## src/rtl/video_pkg.sv

```systemverilog
// Shared definitions for the video memory path: read-arbiter FSM states,
// default burst limit and burst-length normalisation.
package video_pkg;

  localparam int BURST_MAX_DEFAULT = 16;

  typedef enum logic [1:0] {
    ST_IDLE  = 2'd0,
    ST_ISSUE = 2'd1,
    ST_DATA  = 2'd2
  } arb_state_e;

  // Zero-length bursts become single beats; oversize bursts are capped.
  function automatic logic [31:0] clamp_burst(input logic [31:0] bc,
                                              input logic [31:0] max_beats);
    logic [31:0] res;
    if (bc == 32'd0) begin
      res = 32'd1;
    end else if (bc > max_beats) begin
      res = max_beats;
    end else begin
      res = bc;
    end
    return res;
  endfunction

endpackage

```

## src/rtl/avalon_read_arbiter_rr_pick2.sv

```systemverilog
// Two-way round-robin picker: a lone requester wins outright, a tie goes to
// the requester that was not served last.
module rr_pick2 (
  input  logic [1:0] req,
  input  logic       last,
  output logic [1:0] gnt
);

  // One-hot grant from the request pair and the previous winner.
  always_comb begin
    gnt = 2'b00;
    case (req)
      2'b01:   gnt = 2'b01;
      2'b10:   gnt = 2'b10;
      2'b11:   gnt = last ? 2'b01 : 2'b10;
      default: gnt = 2'b00;
    endcase
  end

endmodule

```

## src/rtl/avalon_read_arbiter.sv

```systemverilog
// Two-requester Avalon-MM burst read arbiter in front of the shared SDRAM
// host port; one burst in flight at a time.
module avalon_read_arbiter
  import video_pkg::*;
#(
  parameter int  ADDR_W    = 32,
  parameter int  DATA_W    = 32,
  parameter int  BURST_MAX = BURST_MAX_DEFAULT,
  localparam int BC_W      = $clog2(BURST_MAX) + 1
) (
  input  logic                sys_clk,
  input  logic                sys_rst,
  input  logic [1:0]          m_read,
  input  logic [2*ADDR_W-1:0] m_address,
  input  logic [2*BC_W-1:0]   m_burstcount,
  output logic [1:0]          m_waitrequest,
  output logic [DATA_W-1:0]   m_readdata,
  output logic [1:0]          m_readdatavalid,
  output logic                h_read,
  output logic [ADDR_W-1:0]   h_address,
  output logic [BC_W-1:0]     h_burstcount,
  input  logic                h_waitrequest,
  input  logic [DATA_W-1:0]   h_readdata,
  input  logic                h_readdatavalid,
  output logic                err_stray
);

  localparam logic [BC_W-1:0] ONE_BEAT = {{(BC_W-1){1'b0}}, 1'b1};

  arb_state_e        state_r;
  logic              grant_r;
  logic              last_grant_r;
  logic              err_stray_r;
  logic [ADDR_W-1:0] addr_r;
  logic [BC_W-1:0]   bc_r;
  logic [BC_W-1:0]   beat_cnt_r;

  logic [1:0]        gnt_s;
  logic              gnt_idx_s;
  logic [ADDR_W-1:0] addr_sel_s;
  logic [BC_W-1:0]   bc_raw_s;
  logic [BC_W-1:0]   bc_sel_s;
  logic [1:0]        wait_s;
  logic [1:0]        valid_s;

  rr_pick2 u_rr_pick2 (
    .req  (m_read),
    .last (last_grant_r),
    .gnt  (gnt_s)
  );

  // Command of the requester picked this cycle, burst length normalised.
  always_comb begin
    gnt_idx_s  = gnt_s[1] & ~gnt_s[0];
    addr_sel_s = m_address[ADDR_W-1:0];
    bc_raw_s   = m_burstcount[BC_W-1:0];
    if (gnt_idx_s) begin
      addr_sel_s = m_address[2*ADDR_W-1:ADDR_W];
      bc_raw_s   = m_burstcount[2*BC_W-1:BC_W];
    end else begin
      addr_sel_s = m_address[ADDR_W-1:0];
      bc_raw_s   = m_burstcount[BC_W-1:0];
    end
    bc_sel_s = BC_W'(clamp_burst(32'(bc_raw_s), 32'(BURST_MAX)));
  end

  // Arbitration FSM, latched command, beat counter and sticky stray flag.
  always_ff @(posedge sys_clk or posedge sys_rst) begin
    if (sys_rst) begin
      state_r      <= ST_IDLE;
      grant_r      <= 1'b0;
      last_grant_r <= 1'b1;
      addr_r       <= '0;
      bc_r         <= '0;
      beat_cnt_r   <= '0;
      err_stray_r  <= 1'b0;
    end else begin
      case (state_r)
        ST_IDLE: begin
          if (|m_read) begin
            grant_r <= gnt_idx_s;
            addr_r  <= addr_sel_s;
            bc_r    <= bc_sel_s;
            state_r <= ST_ISSUE;
          end
        end
        ST_ISSUE: begin
          if (!h_waitrequest) begin
            beat_cnt_r <= bc_r;
            state_r    <= ST_DATA;
          end
        end
        ST_DATA: begin
          if (h_readdatavalid) begin
            beat_cnt_r <= beat_cnt_r - ONE_BEAT;
            if (beat_cnt_r == ONE_BEAT) begin
              last_grant_r <= grant_r;
              state_r      <= ST_IDLE;
            end
          end
        end
        default: state_r <= ST_IDLE;
      endcase
      // A beat with no burst in flight is dropped and remembered.
      if (h_readdatavalid && (state_r != ST_DATA)) begin
        err_stray_r <= 1'b1;
      end
    end
  end

  // Acceptance handshake and data strobe routed to the granted requester.
  always_comb begin
    wait_s  = 2'b11;
    valid_s = 2'b00;
    if ((state_r == ST_ISSUE) && !h_waitrequest) begin
      wait_s[grant_r] = 1'b0;
    end else begin
      wait_s = 2'b11;
    end
    if (state_r == ST_DATA) begin
      valid_s[grant_r] = h_readdatavalid;
    end else begin
      valid_s = 2'b00;
    end
  end

  assign m_waitrequest   = wait_s;
  assign m_readdatavalid = valid_s;
  assign m_readdata      = h_readdata;
  assign h_read          = (state_r == ST_ISSUE);
  assign h_address       = addr_r;
  assign h_burstcount    = bc_r;
  assign err_stray       = err_stray_r;

endmodule

```

## config.mk

```make
export PLATFORM = sky130hd
export DESIGN_NAME = avalon_read_arbiter
export DESIGN_NICKNAME = d
export VERILOG_FILES = /design/src/rtl/video_pkg.sv /design/src/rtl/avalon_read_arbiter_rr_pick2.sv /design/src/rtl/avalon_read_arbiter.sv
export SDC_FILE = /design/constraint.sdc
export NUM_CORES = 1
export LEC_CHECK = 0
export BUFFER_PORTS_ARGS = -buffer_cell sky130_fd_sc_hd__buf_2
export CORE_AREA = 2 2 102 94
export DETAILED_ROUTE_END_ITERATION = 10
export DIE_AREA = 0 0 104 96
export SYNTH_ARGS = -nofsm -noshare
export SYNTH_HDL_FRONTEND = slang
export SYNTH_HIERARCHICAL = 1
export SYNTH_SLANG_ARGS = --single-unit
```

## constraint.sdc

```tcl
create_clock -name sys_clk -period 2.1 [get_ports sys_clk]
set_input_delay 0.525 -clock sys_clk [delete_from_list [all_inputs] [get_ports sys_clk]]
set_output_delay 0.525 -clock sys_clk [all_outputs]
set_load 0.005 [all_outputs]
```

=== Word-level counts from Yosys, hierarchy flattened ===
Index checks and enable logic that the tools add are counted.

* Bits in latches: 0
* Output and inout bits: 75
* Register bits after elaboration: 47
* ROM bits: 0
* Memories: 0
* RAM bits: 0
* Bits of input ports: 112
* Logic and storage cells: 56

* Reduce and logical (&&, ||, !) cells: 12
* Eq/ne operators: 11
* Div/mod/pow operators: 0
* Bitwise operators: 4
* $lt $le $gt $ge: 3
* Add/sub/neg operators: 1
* Multiplexer cells: 18
* $mul: 0
* Shifts and indexed selects: 0

{| class="wikitable"
|+ Operators with widths
! kind !! count
|-
| 32-bit two-way mux || 1
|-
| 5-bit two-way mux || 5
|-
| 2-bit two-way mux || 7
|-
| 2-bit one-hot mux with 3 select lines || 2
|-
| 2-bit inequality test (second input constant) || 5
|-
| 5-bit one-hot mux with 2 select lines || 1
|-
| 2-bit == test (second input constant) || 3
|-
| 3-bit AND reduction || 2
|-
| 5-bit by 1-bit == test with 1-bit output (second input constant) || 1
|-
| 5-bit > comparator (second input constant) || 1
|-
| 5-bit logical NOT || 1
|-
| 5-bit by 1-bit subtractor with 5-bit output (second input constant) || 1
|-
| 2-bit by 1-bit == test with 1-bit output (second input constant) || 2
|-
| 4-bit AND reduction || 1
|-
| 1-bit logical AND || 3
|-
| 2-bit AND || 1
|-
| 2-bit logical NOT || 1
|-
| 1-bit by 2-bit < comparator with 1-bit output (second input constant) || 1
|-
| 2-bit inverter || 1
|-
| 2-bit AND reduction || 1
|-
| 2-bit nonzero test || 1
|-
| 2-bit OR reduction || 1
|-
| 1-bit AND || 1
|-
| 1-bit demux with 1-bit select || 1
|-
| 4 further kinds || 4
|}

=== Longest topological paths before layout ===
* Word-level depth: 8
* Mapped depth: 7
* Depth with buffers taken out: 6

=== By module ===
The synthesis kept the hierarchy.

{| class="wikitable"
|+ Modules (own cells, without submodules)
! module !! seq. area each (µm²) !! area each (µm²) !! times used !! cells each
|-
| avalon_read_arbiter || 1177.4 || 2529.9 || 1 || 259
|-
| rr_pick2 || 0.0 || 18.8 || 1 || 3
|}

=== Worst setup path after synthesis ===
No wires, ideal clock.

* Path type: reg2reg
* Start: register last_grant_r
* End: register bc_r[0], in the netlist h_burstcount[0]
* Buffers on the path: 1
* Clock period less this slack: 1611 ps
* Data required time: 1975 ps
* Slack: 489 ps
* Stages on the path, launching flop included: 8
* Arrival: 1486 ps
* Setup time: 125 ps
* Cells stage by stage: dfstp_2 inv_1 a21boi_1 nand2b_1 buf_4 mux2_1 a21oi_1 o31ai_1

* Longest elaborated chain between the ends: 8
* Elaborated cells on any way between the ends: 9
* Those cells by class: 1 x order compare; 5 x mux; 2 x bitwise; 1 x reduce/logical

{| class="wikitable"
|+ Ends and longest elaborated chain
! what !! line !! source
|-
| from (decl) || avalon_read_arbiter.sv:32 || <nowiki>logic last_grant_r;</nowiki>
|-
| from (signal assigned) || avalon_read_arbiter.sv:97 || <nowiki>last_grant_r <= grant_r;</nowiki>
|-
| 2-bit two-way mux (*) || avalon_read_arbiter_rr_pick2.sv:15 || <nowiki>2'b11: gnt = last ? 2'b01 : 2'b10;</nowiki>
|-
| 2-bit one-hot mux with 3 select lines (*) || avalon_read_arbiter_rr_pick2.sv:12 || <nowiki>case (req)</nowiki>
|-
| named net gnt_s[0] || avalon_read_arbiter.sv:38 || <nowiki>logic [1:0] gnt_s;</nowiki>
|-
| 1-bit inverter (*) || avalon_read_arbiter.sv:54 || <nowiki>gnt_idx_s = gnt_s[1] & ~gnt_s[0];</nowiki>
|-
| 1-bit AND (*) || avalon_read_arbiter.sv:54 ||
|-
| 5-bit two-way mux (*) || avalon_read_arbiter.sv:57 || <nowiki>if (gnt_idx_s) begin</nowiki>
|-
| 5-bit > comparator || video_pkg.sv:19 || <nowiki>end else if (bc > max_beats) begin</nowiki>
|-
| 5-bit two-way mux || video_pkg.sv:19 ||
|-
| 5-bit two-way mux (*) || video_pkg.sv:17 || <nowiki>if (bc == 32'd0) begin</nowiki>
|-
| to (signal assigned) || avalon_read_arbiter.sv:83 || <nowiki>bc_r <= bc_sel_s;</nowiki>
|-
| to (decl) || avalon_read_arbiter.sv:35 || <nowiki>logic [BC_W-1:0] bc_r;</nowiki>
|}

Mark *: on every way through the listed nets, which the timed path passes. The rest lies on a longest branch.
A chain may end at the register's enable or synchronous reset.

=== Final worst setup path ===
* Start: register state_r[0]
* End: output port m_readdatavalid[0]

* Longest elaborated chain between the ends: 2

{| class="wikitable"
|+ Ends and longest elaborated chain
! what !! line !! source
|-
| from (decl) || avalon_read_arbiter.sv:30 || <nowiki>arb_state_e state_r;</nowiki>
|-
| from (signal assigned) || avalon_read_arbiter.sv:70 || <nowiki>state_r <= ST_IDLE;</nowiki>
|-
| from (signal assigned) || avalon_read_arbiter.sv:84 || <nowiki>state_r <= ST_ISSUE;</nowiki>
|-
| from (signal assigned) || avalon_read_arbiter.sv:90 || <nowiki>state_r <= ST_DATA;</nowiki>
|-
| 2-bit == test || avalon_read_arbiter.sv:120 || <nowiki>if (state_r == ST_DATA) begin</nowiki>
|-
| 2-bit two-way mux || avalon_read_arbiter.sv:120 ||
|-
| to (decl) || avalon_read_arbiter.sv:18 || <nowiki>output logic [1:0] m_readdatavalid,</nowiki>
|}

Every way passes these cells.

==> out/metrics.yaml <==
grt_pass1_wl_um: 9000
slew_violations: 0
worst_pin_slew_ns: 0.602
ys_ff_latch: 47
fp-row-count: 33
yosysTopAreaCellShare_pct: 45.2
grt_remaining_overflow: 0
post-route-util_pct: 35.7
status: "completed"
clockRootBuffer: "clkbuf_8"
antennaDiodeCount: 0
clock_latency_ns: 0.29
synthCells: 262
ys_seq_area_share_pct: 46.2
die_w_um: 104
drt_iter0_drc: 44
first_global_vias: 1970
rr_endpoint: "h_burstcount[4]"
portBuffers: 122
synth_area_leaders: "dfrtp_1 (45%), mux2i_1 (14%), buf_4 (11%)"
path_clk_slew_ns: 0.09
core_um2: 8920
synth_async_sr_flop_share_pct: 100
cts_resized: 0
die_y_um: 96
maxCapViolCount: 0
relSlewSlack_pct: 59.9
num_vias: 2010
cts_htree_levels: 2
cp_max_fo: 7
period_needed_ns: 1.88
tns_ns: 0
yosysWarnings: 6
avgRoutedWirePerCell_um: 11.6
hp-class: "in -> async"
crit_required_ns: 1.57
drc: 0
synth_flop_cell: "dfrtp_1"
ios: 187
fmax_mhz: 532
antenna_found_initial: 0
yosysTopAreaCell: "dfrtp_1"
cts_tree: "done"
antenna_left: 0
yosysUniqueCellTypes: 33
crit_start: "state_r[0]"
syn_area_per_cell_um2: 9.73
setup_viol_count_final: 0
post_cts_buffers: 0
leakagePower_uw: 0.00170
r2r_slack_ns: 0.30
rsz0062_at_grt: "false"
end_kind: "output pin"
powerDensity_nw_per_um2: 1200
start_util_pct: 28.6
hpwl_um: 4190
rr_worst_depth: 5
synth-edff-count: 0
num-fill-cells: 960
track_usage_pct: 11.1
wl_um: 5500
dieArea_um2: 9980
worstSetupPathType: "reg -> out"
clock_path_buffers: 2
cts_buffers: 5
hold_viol_final: 0
cp.arrival_ns: 1.35
dr.pass1.iters: 4
grt_start_max_net_pins: 48
crit_path_start_kind: "flip-flop"
fin_crit_sh_pct: 89.4
power_uw: 3810
syn_to_final_growth_pct: 25.0
postCtsHoldBufs: 0
cts_sinks: 47
ir_worst_vdd_mv: 0.355
layout.nets: 465
r2r_start: "last_grant_r"
clock_skew_ns: 0.00775
endpoint: "m_readdatavalid[0]"
gp_congestion: 0.801
viasPerCell: 4.24
syn-cell-area_um2: 2550
drive_gt1_share_pct: 40.6
synth_nets: 376
-- layout by cell type, fill, tap and decap left out --
cell type  instances
a21boi_0           1
a21boi_1           1
a21o_1             1
a21oi_1            7
a21oi_2            1
a32oi_1            1
and2b_1            1
and3_1             1
and4b_1            1
buf_12             1
buf_2            122
buf_4              4
bufinv_16          1
clkbuf_8           6
dfrtp_1           46
dfstp_2            1
ha_1               2
inv_1              4
inv_2              1
inv_6              1
mux2_1             3
mux2_2             2
mux2i_1           35
nand2_1           41
nand2b_1           2
nand2b_2           1
nor2_1             9
nor2b_1            2
nor3_1             3
nor3b_1            1
nor3b_2            1
o21ai_0            1
o21ai_1           38
o21ai_4            1
o21bai_1           1
o22ai_1            1
o31ai_1            4
or3_1              2
-- Yosys cell counts (2+ instances only) --
| cell type | instances |
|---|---|
| nand2b_1 | 3 |
| mux2i_1 | 35 |
| o31ai_1 | 4 |
| buf_2 | 6 |
| a21oi_1 | 7 |
| mux2_2 | 2 |
| clkbuf_1 | 2 |
| buf_4 | 36 |
| nor2_1 | 9 |
| nor3_1 | 3 |
| or3_1 | 2 |
| dfrtp_1 | 46 |
| nor2b_1 | 2 |
| ha_1 | 2 |
| inv_1 | 5 |
| o21ai_1 | 39 |
| mux2_1 | 3 |
| nand2_1 | 41 |
-- kinds of logic (layout without fill, tap and decap cells) --
group | Yosys count | count (layout) | synth area share, %
multiplexers | 40 | 40 | 16.0
buffers and inverters | 50 | 140 | 13.0
flip-flops | 47 | 47 | 46.2
AO/OA/AOI/OAI | 58 | 58 | 12.5
AND/OR/NAND/NOR | 65 | 65 | 11.4
adder cells (fa/ha/maj) | 2 | 2 | 0.982
-- final cells by class --
class | count | area, um^2 | share of cell area, %
Clock buffer | 6 | 82.6 | 2.59
Clock inverter | 2 | 38.8 | 1.22
Inverter | 5 | 18.8 | 0.589
Multi-Input combinational cell | 165 | 1050 | 33.1
Sequential cell | 47 | 1180 | 37.0
Tap cell | 122 | 153 | 4.79
Timing Repair Buffer | 127 | 661 | 20.7
-- where the power goes --
group / leakage (uW) / total, uW / internal, uW / switching [uW]
Clock: 0.0000618 / 704 / 392 / 312
Sequential: 0.000579 / 1580 / 1320 / 259
Combinational: 0.00106 / 1530 / 718 / 811
Total: 0.00170 / 3810 / 2430 / 1380
-- critical path, stage by stage, from the launching register on --
cell     delay [ns]
dfrtp_1        0.44
and2b_1        0.33
nand2_1        0.08
nor2_1         0.09
buf_2          0.12
-- routing by layer --
| metal | track usage (%) | vias to the layer above | routed length [um] |
|---|---|---|---|
| met2 | 19.0 | 73 | 2570 |
| met5 | 0 | - | 0 |
| met4 | 3.72 | 0 | 24 |
| met1 | 13.7 | 900 | 2520 |
| li1 | - | 1035 | - |
| met3 | 3.18 | 2 | 379 |
-- through the flow --
step           area (um^2)  std cells  setup slack (ns)  hold WS, ns
6_report              3190        474             0.222        0.360
3_3_place_gp          3060        466             0.231        0.436
3_5_place_dp          3060        466             0.196        0.463
4_1_cts               3190        474             0.197        0.383
2_1_floorplan         2550        262             0.461        0.451
5_1_grt               3190        474            0.0912        0.432
-- registers in the layout, indices dropped and copies added, names as in the netlist --
register and cells:
h_burstcount 5, h_address 32, grant_r 1, beat_cnt_r 5, last_grant_r 1, err_stray 1, state_r 2
-- worst min-delay path by stage --
| stage | startpoint | to | slack, ns | cells after the start |
|---|---|---|---|---|
| 2_1_floorplan | err_stray | err_stray | 0.45 | 1 |
| 3_3_place_gp | err_stray | err_stray | 0.44 | 1 |
| 3_5_place_dp | err_stray | err_stray | 0.46 | 1 |
| 4_1_cts | sys_rst | h_address[10] | 0.38 | 3 |
| 5_1_grt | sys_rst | h_address[9] | 0.43 | 3 |
| 6_report | sys_rst | h_address[7] | 0.36 | 3 |
Power figures use the tool's default switching activity.
